File: config.mk
export PLATFORM = sky130hd
export DESIGN_NAME = can_tx_fifo_reader
export DESIGN_NICKNAME = d
export VERILOG_FILES = /design/src/rtl/can_tx_fifo_reader.sv
export SDC_FILE = /design/constraint.sdc
export NUM_CORES = 1
export LEC_CHECK = 0
export ABC_AREA = 1
export CAP_MARGIN = 25
export CORE_MARGIN = 1
export CORE_UTILIZATION = 35
export DETAILED_ROUTE_END_ITERATION = 6
export PLACE_DENSITY = 0.77
export SYNTH_ARGS = -nofsm -noshare
export SYNTH_HDL_FRONTEND = slang
export SYNTH_SLANG_ARGS = --single-unit
File: constraint.sdc
create_clock -name i_sys_clk -period 1.36 [get_ports i_sys_clk]
set_clock_uncertainty 0.15 [all_clocks]
set_input_delay 0.408 -clock i_sys_clk [delete_from_list [all_inputs] [get_ports i_sys_clk]]
set_output_delay 0.408 -clock i_sys_clk [all_outputs]
set_load 0.02 [all_outputs]
File: src/rtl/can_tx_fifo_reader.sv
// can_tx_fifo_reader: read side of the 128-bit TX message FIFO.
// Pops one word, unpacks it into CAN frame fields and presents the frame to the
// bit-level transmitter on a valid/ready handshake. The frame is held until the
// transmitter reports done, re-presented on fail up to MAX_RETRY times, then dropped.
//
//   state   | meaning
//   IDLE    | waiting for enable and a non-empty FIFO
//   POP     | single-cycle FIFO read strobe
//   LOAD    | FIFO read data valid; capture fields or flag underflow
//   PRESENT | frame valid, waiting for transmitter ready
//   WAIT_TX | frame accepted, waiting for done/fail pulse
module can_tx_fifo_reader #(
  parameter int DATA_WIDTH = 128,
  parameter int MAX_RETRY  = 3,
  parameter int RETRY_W    = 2
) (
  input  logic                  i_sys_clk,
  input  logic                  i_reset,
  input  logic                  i_enable,
  input  logic                  i_fifo_empty,
  input  logic                  i_fifo_underflow,
  input  logic [DATA_WIDTH-1:0] i_fifo_r_data,
  output logic                  o_fifo_r_en,
  input  logic                  i_tx_ready,
  input  logic                  i_tx_done,
  input  logic                  i_tx_fail,
  output logic                  o_frame_valid,
  output logic [28:0]           o_tx_id,
  output logic                  o_tx_ide,
  output logic                  o_tx_rtr,
  output logic [3:0]            o_tx_dlc,
  output logic [63:0]           o_tx_data,
  output logic                  o_busy,
  output logic                  o_drop,
  output logic                  o_err_underflow,
  output logic [RETRY_W-1:0]    o_retry_cnt,
  output logic [15:0]           o_frame_cnt
);

  typedef enum logic [2:0] {
    IDLE    = 3'd0,
    POP     = 3'd1,
    LOAD    = 3'd2,
    PRESENT = 3'd3,
    WAIT_TX = 3'd4
  } state_t;

  localparam logic [RETRY_W-1:0] LP_MAX_RETRY = RETRY_W'(MAX_RETRY);

  state_t               r_state;
  logic [28:0]          r_tx_id;
  logic                 r_tx_ide;
  logic                 r_tx_rtr;
  logic [3:0]           r_tx_dlc;
  logic [63:0]          r_tx_data;
  logic                 r_drop;
  logic                 r_err_underflow;
  logic [RETRY_W-1:0]   r_retry_cnt;
  logic [15:0]          r_frame_cnt;

  // Word unpacking; the reserved field [92:64] is deliberately ignored.
  logic [28:0] w_id;
  logic        w_ide;
  logic        w_rtr;
  logic [3:0]  w_dlc;
  logic [63:0] w_data;
  logic        w_unused_rsv;

  assign w_id         = i_fifo_r_data[127:99];
  assign w_ide        = i_fifo_r_data[98];
  assign w_rtr        = i_fifo_r_data[97];
  assign w_dlc        = i_fifo_r_data[96:93];
  assign w_data       = i_fifo_r_data[63:0];
  assign w_unused_rsv = ^i_fifo_r_data[92:64];

  // Sequencer: state, captured frame fields, counters and one-cycle status pulses.
  always_ff @(posedge i_sys_clk) begin
    if (i_reset) begin
      r_state         <= IDLE;
      r_tx_id         <= '0;
      r_tx_ide        <= 1'b0;
      r_tx_rtr        <= 1'b0;
      r_tx_dlc        <= '0;
      r_tx_data       <= '0;
      r_drop          <= 1'b0;
      r_err_underflow <= 1'b0;
      r_retry_cnt     <= '0;
      r_frame_cnt     <= '0;
    end else begin
      r_drop          <= 1'b0;
      r_err_underflow <= 1'b0;
      case (r_state)
        IDLE: begin
          if (i_enable && !i_fifo_empty) r_state <= POP;
        end
        POP: begin
          r_state <= LOAD;
        end
        LOAD: begin
          if (i_fifo_underflow) begin
            r_err_underflow <= 1'b1;
            r_state         <= IDLE;
          end else begin
            // Standard frames carry only the 11-bit ID in [28:18].
            r_tx_id     <= w_ide ? w_id : {w_id[28:18], 18'd0};
            r_tx_ide    <= w_ide;
            r_tx_rtr    <= w_rtr;
            r_tx_dlc    <= w_dlc;
            r_tx_data   <= w_rtr ? 64'd0 : w_data;
            r_retry_cnt <= '0;
            r_state     <= PRESENT;
          end
        end
        PRESENT: begin
          if (i_tx_ready) r_state <= WAIT_TX;
        end
        WAIT_TX: begin
          // done has priority over a coincident fail.
          if (i_tx_done) begin
            r_frame_cnt <= r_frame_cnt + 16'd1;
            r_state     <= IDLE;
          end else if (i_tx_fail) begin
            if (r_retry_cnt < LP_MAX_RETRY) begin
              r_retry_cnt <= r_retry_cnt + 1'b1;
              r_state     <= PRESENT;
            end else begin
              r_drop  <= 1'b1;
              r_state <= IDLE;
            end
          end
        end
        default: r_state <= IDLE;
      endcase
    end
  end

  assign o_fifo_r_en     = (r_state == POP);
  assign o_frame_valid   = (r_state == PRESENT);
  assign o_busy          = (r_state != IDLE);
  assign o_tx_id         = r_tx_id;
  assign o_tx_ide        = r_tx_ide;
  assign o_tx_rtr        = r_tx_rtr;
  assign o_tx_dlc        = r_tx_dlc;
  assign o_tx_data       = r_tx_data;
  assign o_drop          = r_drop;
  assign o_err_underflow = r_err_underflow;
  assign o_retry_cnt     = r_retry_cnt;
  assign o_frame_cnt     = r_frame_cnt;

endmodule

-- Word level (Yosys, flattened, before mapping)
Cells that the tools add are included.
- bitwise gates (word level): 4
- add/sub/neg operators: 2
- reduce and logical (&&, ||, !) cells: 11
- mux-type cells: 16
- eq/ne operators: 11
- order comparisons: 1
- operator list (kind ; number):
    2-to-1 mux 64 bit ; 1
    2-to-1 mux 18 bit ; 1
    adder 16 x 1 -> 16 bit (second input constant) ; 1
    case mux 3 bit (5 select lines) ; 1
    2-to-1 mux 2 bit ; 6
    2-to-1 mux 3 bit ; 4
    != test 2 bit (second input constant) ; 6
    == test 3 x 2 -> 1 bit (second input constant) ; 2
    AND reduction 5 bit ; 1
    inverter 1 bit ; 4
    case mux 2 bit (2 select lines) ; 1
    AND reduction 2 bit ; 2
    OR reduction 4 bit ; 1
    == test 3 x 1 -> 1 bit (second input constant) ; 1
    == test 3 bit (second input constant) ; 1
    zero test 3 bit ; 1
    != test 3 bit (second input constant) ; 1
    AND reduction 3 bit ; 1
    nonzero test 3 bit ; 1
    adder 2 x 1 -> 2 bit (second input constant) ; 1
    < comparator 2 bit (second input constant) ; 1
    2-to-1 mux 1 bit ; 2
    nonzero test 2 bit ; 1
    OR reduction 2 bit ; 1
    2 further kinds ; 2
- input port bits: 136
- bits in registers: 122

-- Logic depth before layout (Yosys ltp)
- word-level depth: 5
- mapped depth: 9

-- Least setup slack after synthesis
Ideal clock, no wire load.
- path kind: register to register
- from: register r_frame_cnt[1] (netlist: o_frame_cnt[1])
- to: register r_frame_cnt[8] (netlist: o_frame_cnt[8])
- path slack: -0.199 ns
- arrival time: 1.293 ns
- stages on the path, launching flop included: 9
- period minus slack after synthesis: 1.559 ns
- data required time: 1.094 ns
- path through: dfxtp_1 > ha_1 > inv_1 > nor2_1 > nand2_1 > nor2_4 > nand2_1 > o21ai_0 > nor2_1
- cells in the longest elaborated chain, start to end: 1
- ends and longest elaborated chain (element ; line ; source):
    from (decl) ; 59 ; logic [15:0] r_frame_cnt;
    from (signal assigned) ; 120 ; r_frame_cnt <= r_frame_cnt + 16'd1;
    adder 16 x 1 -> 16 bit ; 120 ;
Every way passes these cells.
A chain may end at the register's enable or synchronous reset.

-- Worst setup path in the final report
- from: register r_state[1]
- to: output o_busy
- cells in the longest elaborated chain, start to end: 1
- ends and longest elaborated chain (element ; line ; source):
    from (decl) ; 50 ; state_t r_state;
    from (signal assigned) ; 79 ; r_state <= IDLE;
    from (signal assigned) ; 94 ; if (i_enable && !i_fifo_empty) r_state <= POP;
    from (signal assigned) ; 97 ; r_state <= LOAD;
    nonzero test 3 bit ; 139 ; assign o_busy = (r_state != IDLE);
    to (decl) ; 33 ; output logic o_busy,
Every way passes these cells.

==> results <==
-- cells by family (layout without fill, tap and decap cells) --
logic type               after synthesis  in the layout  share of synthesized area
AND/OR/NAND/NOR                      324            325                     0.3038
flip-flops                           122            122                     0.5361
AO/OA/AOI/OAI                         65             65                    0.09036
buffers and inverters                 62            403                    0.06234
adder cells (fa/ha/maj)                2              2                   0.005492
XOR/XNOR                               1              1                   0.001923
-- routing by layer --
metal	track usage	up-vias	part of all wire
met5	0	-	0
met4	0.1094	0	0.028
met3	0.06695	31	0.054
met2	0.4278	149	0.53
met1	0.2626	2414	0.39
li1	-	2540	-
-- report_power, final --
group	internal, mW	switching (mW)
clock	2.74	1.56
combinational	0.545	0.373
sequential	3.61	0.0304
total	6.90	1.97
-- how the worst max path moves through the flow --
| stage | startpoint | end | slack (ns) | cells after the start |
|---|---|---|---|---|
| after floorplan | r_state[1]$_SDFFE_PP0P_ | o_tx_data[5]$_SDFFE_PP0P_ | -0.03 | 7 |
| after CTS | r_state[1]$_SDFFE_PP0P_ | o_busy | -0.35 | 4 |
| after global routing | r_state[1]$_SDFFE_PP0P_ | o_frame_cnt[15]$_SDFFE_PP0P_ | -0.40 | 10 |
| after detailed placement | i_fifo_underflow | o_tx_data[20]$_SDFFE_PP0P_ | -0.61 | 6 |
| after global placement | i_fifo_underflow | o_tx_data[0]$_SDFFE_PP0P_ | -0.57 | 6 |
| final | r_state[1]$_SDFFE_PP0P_ | o_busy | -0.33 | 4 |
-- critical path: cells and delay by family (launching register included) --
family / cells / cell delay (ns)
AND/OR/NAND/NOR: 2 / 0.16
buffers and inverters: 2 / 0.24
flip-flops: 1 / 0.32
-- synth_stat cells (4+ instances only) --
master    instances  share of area
a21oi_1           9         0.0099
a22oi_1          30          0.049
buf_2            11          0.012
buf_4             4         0.0066
clkbuf_1         12         0.0099
dfxtp_1         122           0.54
inv_1            27          0.022
inv_2             4         0.0033
nand2_1         142           0.12
nand3_1          68          0.075
nand4_1           4         0.0055
nor2_1           97          0.080
nor2_4            6          0.015
nor3_1            4         0.0044
o21ai_0          22          0.024
-- what timing repair did --
item	in CTS	in global routing
setup endpoints to repair	242	243
pin swaps	10	14
cloned	7	0
resized for setup	880	36
buffers inserted	23	13
-- per-stage QoR --
| stage | worst slack (ns) | utilization | setup TNS (ns) | hold slack (ns) | cells |
|---|---|---|---|---|---|
| final | -0.3326 | 0.7297 | -34.16 | 0.3012 | 1090 |
| after global routing | -0.4012 | 0.7297 | -49.60 | 0.3150 | 1090 |
| after CTS | -0.3531 | 0.7104 | -35.17 | 0.3038 | 1077 |
| after detailed placement | -0.6085 | 0.6044 | -78.01 | 0.2881 | 1015 |
| after global placement | -0.5732 | 0.6044 | -75.55 | 0.2852 | 1015 |
| after floorplan | -0.02992 | - | -0.7896 | 0.3354 | 576 |
-- sequential cells by signal (all words and copies together) (netlist names) --
name / cells
o_tx_data: 64
o_tx_id: 29
o_frame_cnt: 16
o_tx_dlc: 4
r_state: 3
o_retry_cnt: 2
o_drop: 1
o_err_underflow: 1
o_tx_ide: 1
o_tx_rtr: 1
-- layout make-up --
class | instances | area (sq um)
repair buffers | 340 | 3611
fillers | 906 | 3425
flip-flops and latches | 122 | 2605
multi-input cells | 393 | 2128
clock buffers | 24 | 503.0
well taps | 172 | 215.2
inverters | 31 | 118.9
clock inverters | 8 | 65.06
==> reports/results.tsv <==
metric	value	unit
Worst Hold Endpoint	o_tx_data[42]$_SDFFE_PP0P_	
most frequent cells in the layout	nand2_1, buf_6, dfxtp_2, clkdlybuf4s50_1, nor2_1	
CP peak stage delay	0.32	ns
FF-to-FF setup slack	-0.30	ns
RSZ-0062 raised after global routing	yes	
row count	41	
Final Net Count	1043	
Hold Path Class	flop to flop	
Top FF cell, synth	dfxtp_1	
via-per-instance ratio	4.710	
Peak VDD IR	675.1	uV
Core Region	0.01267	sq mm
placed cell area	0.007659	sq mm
Max stage delay cell, worst path	dfxtp_2	
Ys Warns	0	
worst path cell trace	buf_6, nor2_4, nand2_2, buf_6	
ant diodes	0	
Hold Path Depth	2	
sequential fraction of the synthesis area	0.5361	
initial antenna violation count	0	
first-pass GRT wire length	24470	um
GP Congestion	0.8364	
Mapped Avg Cell Area	7.909	sq um
CTS tree	done	
Final ANT Viol Nets	0	
Pre-Repair DR Iteration Count	4	
Slew @ Worst Pin	0.3390	ns
port bufs	228	
max_cap viols	0	
fin area	0.009246	sq mm
H-tree levels	4	
clock tree sinks	122	
Post-Syn Nets	714	
Pins Over Slew Limit	0	
GRT overflow	0	
clock slew at reported path FFs	0.05	ns
die area	0.01348	sq mm
DR WL/cell	14.68	um
Post-Synthesis Cells	576	
Layout area overhead	103.0	%
Worst EP arrival	1.13	ns
vias in the first global route	5002	
CP max FO	2	
share of cells above drive strength 1	0.4956	
Final setup viols	243	
mapped cell area	0.004556	sq mm
Tmin final	1.693	ns
total power	8.866	mW
Post-route DRC	0	
die width	116.1	um
CP Launch Type	flop	
asr flop ratio synth	0	
worst flop-to-flop path endpoint	o_tx_ide$_SDFFE_PP0P_	
outcome	complete, but fails checks	
failing checks	negative setup slack	
pwr dens	958.8	mW/mm^2
Post-Route WL	16000	um
crit share post-route	1.245	
Yosys cell types	26	
CP required	0.80	ns
I/O pins	258	
post-DP HPWL	9993	um
RR Startpoint	r_state[1]$_SDFFE_PP0P_	
via count	5134	
final worst slack	-0.3326	ns
R2R depth	10	
Max Root-Sink Buffers	2	
cell mode on critical path	buf_6	
slew margin rel.	0.7723	
largest net degree at the start of global routing	36	
First DRT Iteration DRCs	209	
worst-skew pair later-pin latency	0.41	ns
Final Hold Violating Endpoints	0	
Starting Density	0.3595	
gr usage total	0.2394	
FF+latch count, synth	122	
Num CTS Buffers	17	
P_leak	4.121	nW
nature of the critical path endpoint	output port	
die height	116.1	um
Fmax	590.8	MHz
Setup Crit Path Kind	flop to output port	
EDFF count, synth	0	
CTS Hold Bufs	0	
Root Driver	clkbuf_16	
worst hold start	o_tx_data[42]$_SDFFE_PP0P_	
(Power assumes the default switching activity.)
